==> src/rtl/ex_operand_stage.sv <==
// EX operand stage: execute pipeline register, operand forwarding from the M/W
// stages, load-use hazard detection and a saturating load-use stall counter.
module ex_operand_stage #(
  parameter int DATA_W = 32
) (
  input  logic              clk,
  input  logic              reset,
  input  logic [DATA_W-1:0] rd1_d,
  input  logic [DATA_W-1:0] rd2_d,
  input  logic [4:0]        rs1_d,
  input  logic [4:0]        rs2_d,
  input  logic [4:0]        rd_d,
  input  logic              reg_write_d,
  input  logic              load_d,
  input  logic              stall_e,
  input  logic              flush_e,
  input  logic [4:0]        rd_m,
  input  logic              reg_write_m,
  input  logic [DATA_W-1:0] alu_result_m,
  input  logic [4:0]        rd_w,
  input  logic              reg_write_w,
  input  logic [DATA_W-1:0] result_w,
  output logic [1:0]        forward_a_e,
  output logic [1:0]        forward_b_e,
  output logic [DATA_W-1:0] src_a_e,
  output logic [DATA_W-1:0] write_data_e,
  output logic [4:0]        rd_e,
  output logic              reg_write_e,
  output logic              load_e,
  output logic              valid_e,
  output logic              load_use_stall,
  output logic [15:0]       stall_count
);

  localparam logic [1:0] SEL_REG = 2'b00;
  localparam logic [1:0] SEL_W   = 2'b01;
  localparam logic [1:0] SEL_M   = 2'b10;

  // E-stage state
  logic [DATA_W-1:0] rd1_p0;
  logic [DATA_W-1:0] rd2_p0;
  logic [4:0]        rs1_p0;
  logic [4:0]        rs2_p0;
  logic [4:0]        rd_p0;
  logic              reg_write_p0;
  logic              load_p0;
  logic              vld_p0;
  logic [15:0]       stall_cnt_p0;

  // The counter sticks at all-ones instead of wrapping.
  function automatic logic [15:0] sat_inc(input logic [15:0] v);
    return (v == 16'hFFFF) ? v : v + 16'd1;
  endfunction

  // Memory stage is the youngest producer, so it wins over writeback; x0 never forwards.
  function automatic logic [1:0] fwd_sel(input logic [4:0] rs,
                                         input logic [4:0] rdm, input logic wm,
                                         input logic [4:0] rdw, input logic ww);
    if (wm && (rdm != 5'd0) && (rdm == rs))
      return SEL_M;
    else if (ww && (rdw != 5'd0) && (rdw == rs))
      return SEL_W;
    else
      return SEL_REG;
  endfunction

  function automatic logic [DATA_W-1:0] operand_mux(input logic [1:0]        sel,
                                                    input logic [DATA_W-1:0] reg_val,
                                                    input logic [DATA_W-1:0] w_val,
                                                    input logic [DATA_W-1:0] m_val);
    case (sel)
      SEL_W:   return w_val;
      SEL_M:   return m_val;
      default: return reg_val;
    endcase
  endfunction

  // D -> E boundary: flush bubbles the stage and beats stall; stall holds it.
  always_ff @(posedge clk) begin
    if (reset || flush_e) begin
      rd1_p0       <= '0;
      rd2_p0       <= '0;
      rs1_p0       <= '0;
      rs2_p0       <= '0;
      rd_p0        <= '0;
      reg_write_p0 <= 1'b0;
      load_p0      <= 1'b0;
      vld_p0       <= 1'b0;
    end else if (!stall_e) begin
      rd1_p0       <= rd1_d;
      rd2_p0       <= rd2_d;
      rs1_p0       <= rs1_d;
      rs2_p0       <= rs2_d;
      rd_p0        <= rd_d;
      reg_write_p0 <= reg_write_d;
      load_p0      <= load_d;
      vld_p0       <= 1'b1;
    end
  end

  // Stall counter keeps running through stalls and flushes; only reset clears it.
  always_ff @(posedge clk) begin
    if (reset)
      stall_cnt_p0 <= '0;
    else if (load_use_stall)
      stall_cnt_p0 <= sat_inc(stall_cnt_p0);
  end

  // Forward select codes and forwarded operands, zero added latency.
  always_comb begin
    forward_a_e  = fwd_sel(rs1_p0, rd_m, reg_write_m, rd_w, reg_write_w);
    forward_b_e  = fwd_sel(rs2_p0, rd_m, reg_write_m, rd_w, reg_write_w);
    src_a_e      = operand_mux(forward_a_e, rd1_p0, result_w, alu_result_m);
    write_data_e = operand_mux(forward_b_e, rd2_p0, result_w, alu_result_m);
  end

  // A valid load in EX whose destination feeds the instruction in decode.
  always_comb begin
    load_use_stall = vld_p0 && load_p0 && (rd_p0 != 5'd0) &&
                     ((rd_p0 == rs1_d) || (rd_p0 == rs2_d));
  end

  assign rd_e        = rd_p0;
  assign reg_write_e = reg_write_p0;
  assign load_e      = load_p0;
  assign valid_e     = vld_p0;
  assign stall_count = stall_cnt_p0;

endmodule

==> config.mk <==
export PLATFORM = sky130hd
export DESIGN_NAME = ex_operand_stage
export DESIGN_NICKNAME = d
export VERILOG_FILES = /design/src/rtl/ex_operand_stage.sv
export SDC_FILE = /design/constraint.sdc
export NUM_CORES = 1
export LEC_CHECK = 0
export CORE_ASPECT_RATIO = 0.9
export CORE_MARGIN = 2
export CORE_UTILIZATION = 46
export CTS_CLUSTER_SIZE = 12
export DETAILED_ROUTE_END_ITERATION = 8
export GPL_TIMING_DRIVEN = 1
export PLACE_DENSITY = 0.89
export SKIP_CTS_REPAIR_TIMING = 1
export SLEW_MARGIN = 15
export SYNTH_ARGS = -nofsm -noshare
export SYNTH_HDL_FRONTEND = slang
export SYNTH_SLANG_ARGS = --single-unit
==> constraint.sdc <==
create_clock -name clk -period 5.4 [get_ports clk]
set_input_delay 1.08 -clock clk [delete_from_list [all_inputs] [get_ports clk]]
set_output_delay 1.08 -clock clk [all_outputs]
set_load 0.02 [all_outputs]
# == After elaboration in Yosys (flattened, before gate mapping) ==
# Cells that the tools add are included.
# word_totals
elab_cells,43
in_bits,161
reg_bits,98
out_inout_bits,93
# op_classes
reduce_logical,15
mux,6
add_sub_neg,1
eq_ne,11
n_bitwise,1
# ops
op,count
$pmux W32 S2,2
$eq A5 B5 Y1,6
$add A16 B1 Y16 const B,1
$eq A16 B16 Y1 const B,1
$reduce_bool A5 Y1,3
$logic_and A1 B1 Y1,9
$eq A2 B1 Y1 const B,2
$eq A2 B2 Y1 const B,2
$mux W2,2
$logic_or A1 B1 Y1,2
$mux W1,2
$reduce_and A2 Y1,1
$not A1 Y1,1

# == Logic depth before layout (Yosys ltp) ==
# Gate-level depths: netlist (run 1).
# depth
depth_word,7
ltp_mapped,7
ltp_nobuf,6

# == Worst setup path before layout (run 1) ==
# No wires, ideal clock.
# synth_timing
path_kind,input to output
from,input port rd_w[1]
to,output port src_a_e[12]
setup_slack_ns,1.622
t_arrival_ns,2.698
t_required_ns,4.320
stages,6
path_buffers,1
path_cell_list,or4_1 o21ai_4 nor3_4 buf_6 mux2i_1 o21ai_0
# synth_via
elab_chain_len,7
elab_cells_between_ends,9
classes_between,eq/ne (3); mux (3); reduce/logical (3)
# synth_lines
element,line,text
start: declaration,20,"input logic [4:0] rd_w,"
$reduce_bool A5 Y1,61,else if (ww && (rdw != 5'd0) && (rdw == rs))
$logic_and A1 B1 Y1,61,
$logic_and A1 B1 Y1 (*),61,
$mux W1 (*),61,
$mux W2 (*),59,if (wm && (rdm != 5'd0) && (rdm == rs))
$eq A2 B2 Y1 or $eq A2 B1 Y1 (tied branches),71,case (sel)
$pmux W32 S2 (*),71,
end: declaration,25,"output logic [DATA_W-1:0] src_a_e,"
# Mark *: on every way between the ends. The rest lies on a longest branch, timed or not.

# == Worst setup path in the final report (run 1) ==
# layout_timing
from,input port rd_w[0]
to,output port src_a_e[20]
# Same word-level chain as after synthesis.

==> flow_summary.ini, run 1 <==
[route]
drt_pass1_iterations = 5
vias = 5360
ant_nets = 0
routedWlPerCell_um = 16.5
drc = 0
dr.max_layer_used = met4
wl_met3_um = 1270
wirelength_um = 17000
drt_iter0_drc = 321
via_per_inst = 5.23
m1WireLength_um = 6950
met2_length_um = 8370

[pwr]
switchingPower_uw = 439
vdd_drop_max_v = 0.000214
clkPwrFrac_pct = 39.4
p_sw_share_pct = 24.0
finalPower_mw = 1.83
comb_power_share_pct = 19.2
power.density_mw_per_mm2 = 216
seq_power_share_pct = 41.5
p_leak_nw = 3.05
internal_power_mw = 1.39

[placement]
place.gp.congestion = 0.906
place_area_mm2 = 0.00813
post-dp-hpwl_um = 12600
place.port_buffers = 253
numPlacedInstances = 1009
dp_slack_ns = 0.213

[cells_and_area]
drive_gt1_share_pct = 5.20
syn_to_final_growth_pct = 52.3
fin_nets = 1022
utilization_pct = 71.0
fillers = 929
stdcell_count = 1025
fin_area_mm2 = 0.00847
antenna_cells = 0

[logic_synthesis]
synth_seq_area_share_pct = 35.3
synthTopCellsByCount = mux2i_1, dfxtp_1, nor2_1, nand2_1, o21ai_0
ys_async_sr_fraction_pct = 0
syn-num-nets = 794
netlist.area_leader.share_pct = 35.3
avgSynthCellArea_um2 = 8.80
yosysWarnings = 0
synth-seq-cells = 98
yosysMostFrequentCell = mux2i_1
synth_area_leaders = dfxtp_1, mux2i_1, nor2_1
synthCells = 632
yosys.area.top_type = dfxtp_1
synth.cell_area_mm2 = 0.00556
synthFlopType = dfxtp_1
synth-edff-count = 0
synth_cell_type_count = 41

[grt]
gr-usage-all-layers_pct = 25.3
grt_start_max_net_pins = 72
antenna_found_initial = 0
grt_pass1_wl_um = 25800
grt_pass1_vias = 5086
grt-ovfl-total = 0

[clock_network]
cts.htree.levels = 3
clk_latency_ns = 0.34
cts_num_sinks = 98
clockBufferDepth = 2
numCtsBuffers = 9
cts.root.buffer_cell = clkbuf_16
cts_tree = done
clk_pin_slew_ns = 0.06

[setup_path]
path_class = input pin to output pin
critPathLaunchType = input pin
r2r_start = stall_count[0]$_SDFFE_PP0P_
reg2reg_slack_ns = 3.39
critPathMaxFanout = 22
critPathArrivalTime_ns = 4.09
cp-end-kind = output pin
timing.rr.end = stall_count[5]$_SDFFE_PP0P_
cp.required_ns = 4.32
reg2reg_depth = 6

[die]
fp.coreArea_mm2 = 0.0119
pin_count = 254
dieArea_mm2 = 0.0130
die_x_um = 120
num_rows = 38
initial_core_util_pct = 46.6
fp.dieH_um = 108

[status]
status = completed

[timing]
finalHoldViolations = 0
timing.final.crit_share_pct = 95.7
tns_ns = 0
max_slew.worst_pin.slew_ns = 1.04
finalWorstSetupSlack_ns = 0.232
skew_ns = 0.00469
rsz0062_at_grt = false
holdWs_ns = 0.495
max_slew_margin_pct = 30.4
setup_viol = 0
layout_min_cycle_time_ns = 5.17
slew_violations = 0
fmax_mhz = 193

[worst_hold_path]
hold_path_depth = 2
hold_path_startpoint = valid_e$_SDFFE_PP0N_
holdCritPathClass = flop to flop
min_to = valid_e$_SDFFE_PP0N_

[job]
drv_cap = 0
==> power by group through the flow <==
| stage | clock [mW] | sequential [mW] | combinational [mW] |
|---|---|---|---|
| 6_report | 0.720 | 0.758 | 0.351 |
| 5_1_grt | 0.762 | 0.760 | 0.376 |
| 4_1_cts | 0.734 | 0.758 | 0.353 |
| 3_5_place_dp | 0 | 0.774 | 0.350 |
| 3_3_place_gp | 0 | 0.774 | 0.346 |
| 2_1_floorplan | 0 | 0.772 | 0.152 |
==> state kept, by name, indices dropped and copies added, names as in the netlist <==
signal	flops
rd_e	5
rs2_p0	5
stall_count	16
reg_write_e	1
rd1_p0	32
rs1_p0	5
rd2_p0	32
load_e	1
valid_e	1
==> metal layers <==
metal	vias up	global-route usage, %
li1	2667	-
met1	2450	29.9
met2	210	44.2
met3	33	7.01
met4	0	8.66
met5	-	0
==> cell families (layout without fill, tap and decap cells) <==
logic type	after synthesis	after routing	share of synthesized area (%)
multiplexers	151	151	27.6
AO/OA/AOI/OAI	89	89	9.00
AND/OR/NAND/NOR	217	217	18.5
XOR/XNOR	30	30	4.72
buffers and inverters	46	279	4.77
flip-flops	98	98	35.3
adder cells (fa/ha/maj)	1	1	0.225
==> worst max-delay path by stage <==
| stage | startpoint | endpoint | slack, ns | cells after the start |
|---|---|---|---|---|
| after floorplan | rd_w[1] | src_a_e[12] | 1.62 | 6 |
| after global placement | rd_w[0] | src_a_e[30] | 0.30 | 8 |
| after detailed placement | rd_w[0] | src_a_e[20] | 0.21 | 8 |
| after CTS | rd_w[0] | src_a_e[20] | 0.22 | 8 |
| after global routing | rd_w[0] | src_a_e[29] | 0.04 | 8 |
| final | rd_w[0] | src_a_e[20] | 0.23 | 8 |
==> cell usage in the layout, fill, tap and decap left out, types with 8 or more instances in the layout <==
cell type / instances
nor2b_1: 8
nor2_1: 89
or4_1: 10
a21oi_1: 11
o21ai_0: 44
nand2_1: 69
o21ai_1: 23
dfxtp_1: 98
clkdlybuf4s50_1: 252
mux2i_1: 146
xnor2_1: 14
o31ai_1: 8
clkbuf_16: 9
nand3_1: 10
xor2_1: 16
==> cell type report <==
| cell class | count | area, um2 | share of cell area [%] |
|---|---|---|---|
| multi-input combinational | 488 | 3350 | 39.5 |
| timing repair buffer | 261 | 2620 | 30.9 |
| sequential | 98 | 1960 | 23.2 |
| clock buffer | 12 | 267 | 3.15 |
| tap | 160 | 200 | 2.36 |
| clock inverter | 4 | 72.6 | 0.857 |
| inverter | 2 | 7.51 | 0.0886 |
==> critical path: stages <==
cell and delay, ns:
clkdlybuf4s50_1 0.59, xnor2_1 0.15, nand4_1 0.17, nor3_4 0.61, buf_4 0.53, mux2i_1 0.15
o21ai_0 0.17, clkdlybuf4s50_1 0.62
No activity file was read; power rests on OpenSTA's default activity.
==> run 2: changes to the inputs <==
CTS_CLUSTER_DIAMETER = 100   (was not set)
clock period = 6.1 ns   (was 5.4 ns; I/O delays follow)
==> run 2 against run 1 <==
Against the previous run:
- die area did not move
- final cell count barely moved
- register-to-register slack improved by 0.75 ns
==> flow_summary.ini, run 2 (same netlist as run 1, synthesis figures left out) <==
[clock_network]
clk_latency_ns = 0.34
cts_tree = done
clockBufferDepth = 2
numCtsBuffers = 9
clk_pin_slew_ns = 0.06
cts_num_sinks = 98
cts.root.buffer_cell = clkbuf_16
cts.htree.levels = 3

[pwr]
power.density_mw_per_mm2 = 192
finalPower_mw = 1.63
internal_power_mw = 1.25
comb_power_share_pct = 19.1
seq_power_share_pct = 41.2
vdd_drop_max_v = 0.000155
p_leak_nw = 3.06
switchingPower_uw = 382
p_sw_share_pct = 23.5
clkPwrFrac_pct = 39.7

[timing]
layout_min_cycle_time_ns = 5.37
setup_viol = 0
max_slew_margin_pct = 30.2
rsz0062_at_grt = false
skew_ns = 0.00317
finalHoldViolations = 0
tns_ns = 0
timing.final.crit_share_pct = 88.0
fmax_mhz = 186
slew_violations = 0
max_slew.worst_pin.slew_ns = 1.05

[die]
num_rows = 38
dieArea_mm2 = 0.0130
pin_count = 254
fp.dieH_um = 108
die_x_um = 120
initial_core_util_pct = 46.6
fp.coreArea_mm2 = 0.0119

[setup_path]
critPathLaunchType = input pin
path_class = input pin to output pin
cp-end-kind = output pin
critical-path-slowest-cell = nor3_4
timing.rr.end = stall_count[5]$_SDFFE_PP0P_
reg2reg_depth = 6
crit_top_cell = clkdlybuf4s50_1
crit_chain = clkdlybuf4s50_1 -> xnor2_1 -> nand4_1 -> nor3_4 -> buf_4 -> mux2i_1 -> o21ai_0 -> clkdlybuf4s50_1
cp.required_ns = 4.88
reg2reg_slack_ns = 4.14
slowest_delay_ns = 0.74
critPathMaxFanout = 15
r2r_start = stall_count[0]$_SDFFE_PP0P_
critPathArrivalTime_ns = 4.15

[grt]
gr-usage-all-layers_pct = 25.3
antenna_found_initial = 0
grt_start_max_net_pins = 67
grt-ovfl-total = 0
grt_pass1_wl_um = 26200
grt_pass1_vias = 5140

[route]
drt_pass1_iterations = 6
drt_iter0_drc = 247
routedWlPerCell_um = 16.3
ant_nets = 0
via_per_inst = 5.17
wirelength_um = 16700
vias = 5309
drc = 0

[cells_and_area]
final_cell_mix = clkdlybuf4s50_1, mux2i_1, dfxtp_1
fillers = 926
fin_nets = 1024
register_area_mm2 = 0.00196
drive_gt1_share_pct = 5.31
antenna_cells = 0
syn_to_final_growth_pct = 52.6
multi_input_area_mm2 = 0.00335
final_common_cell = clkdlybuf4s50_1

[placement]
place.port_buffers = 253
post-dp-hpwl_um = 12300
place.gp.congestion = 0.916

[worst_hold_path]
min_to = rd2_p0[28]$_SDFFE_PP0N_
holdCritPathClass = flop to flop
hold_path_depth = 2
hold_path_startpoint = rd2_p0[28]$_SDFFE_PP0N_

[status]
status = completed

[job]
drv_cap = 0
run 2: cell types whose count changed in the layout (fill, tap and decap cells not counted):
cell,delta
buf_4,+2
bufinv_16,+1
clkbuf_8,-2
run 2: cell type report:
| class | count | area share, % |
|---|---|---|
| clock buffer | 10 | 2.82 |
| clock inverter | 5 | 1.21 |
| inverter | 2 | 0.0884 |
| multi-input combinational | 488 | 39.4 |
| sequential | 98 | 23.1 |
| tap | 160 | 2.36 |
| timing repair buffer | 263 | 31.0 |
run 2: power groups by stage:
stage	logic (mW)	registers, mW	clock network, mW
floorplan	0.134	0.683	0
global placement	0.306	0.685	0
detailed placement	0.309	0.685	0
CTS	0.312	0.671	0.662
global route	0.333	0.673	0.687
finish	0.310	0.671	0.647
run 2: per-stage QoR:
step / instances / setup slack [ns] / area, um2 / hold WS (ns) / utilization, %
3_5_place_dp: 1011 / 0.707 / 8150 / 0.484 / 68.3
2_1_floorplan: 632 / 2.04 / 5560 / 0.463 / -
3_3_place_gp: 1011 / 0.795 / 8150 / 0.469 / 68.3
4_1_cts: 1026 / 0.708 / 8490 / 0.498 / 71.1
5_1_grt: 1026 / 0.526 / 8490 / 0.527 / 71.1
6_report: 1026 / 0.732 / 8490 / 0.496 / 71.1
run 2: how the worst max path moves through the flow:
stage / startpoint / to / slack [ns] / cells past startpoint
after floorplan: rd_w[1] / src_a_e[12] / 2.04 / 6
after global placement: rd_w[0] / src_a_e[20] / 0.80 / 8
after detailed placement: rd_w[0] / src_a_e[18] / 0.71 / 8
after CTS: rd_w[0] / src_a_e[18] / 0.71 / 8
after global routing: rd_w[0] / src_a_e[22] / 0.53 / 8
final: rd_w[0] / src_a_e[18] / 0.73 / 8
run 2: routing by layer:
layer / vias to the layer above / track usage, % / wire [um]
li1: 2664 / - / -
met1: 2444 / 31.1 / 7290
met2: 174 / 43.3 / 8010
met3: 27 / 6.80 / 970
met4: 0 / 7.73 / 406
met5: - / 0 / 0
run 2: critical path: cells and delay by family:
family | cells | cell delay [ns]
AO/OA/AOI/OAI | 1 | 0.16
XOR/XNOR | 1 | 0.14
buffers and inverters | 3 | 1.59
multiplexers | 1 | 0.12
AND/OR/NAND/NOR | 2 | 0.90
==> run 3: changes to the inputs <==
CTS_CLUSTER_DIAMETER = not set   (was 100)
==> results of run 3 <==
No change in the layout: final DEF, timing and power equal those of run 2.
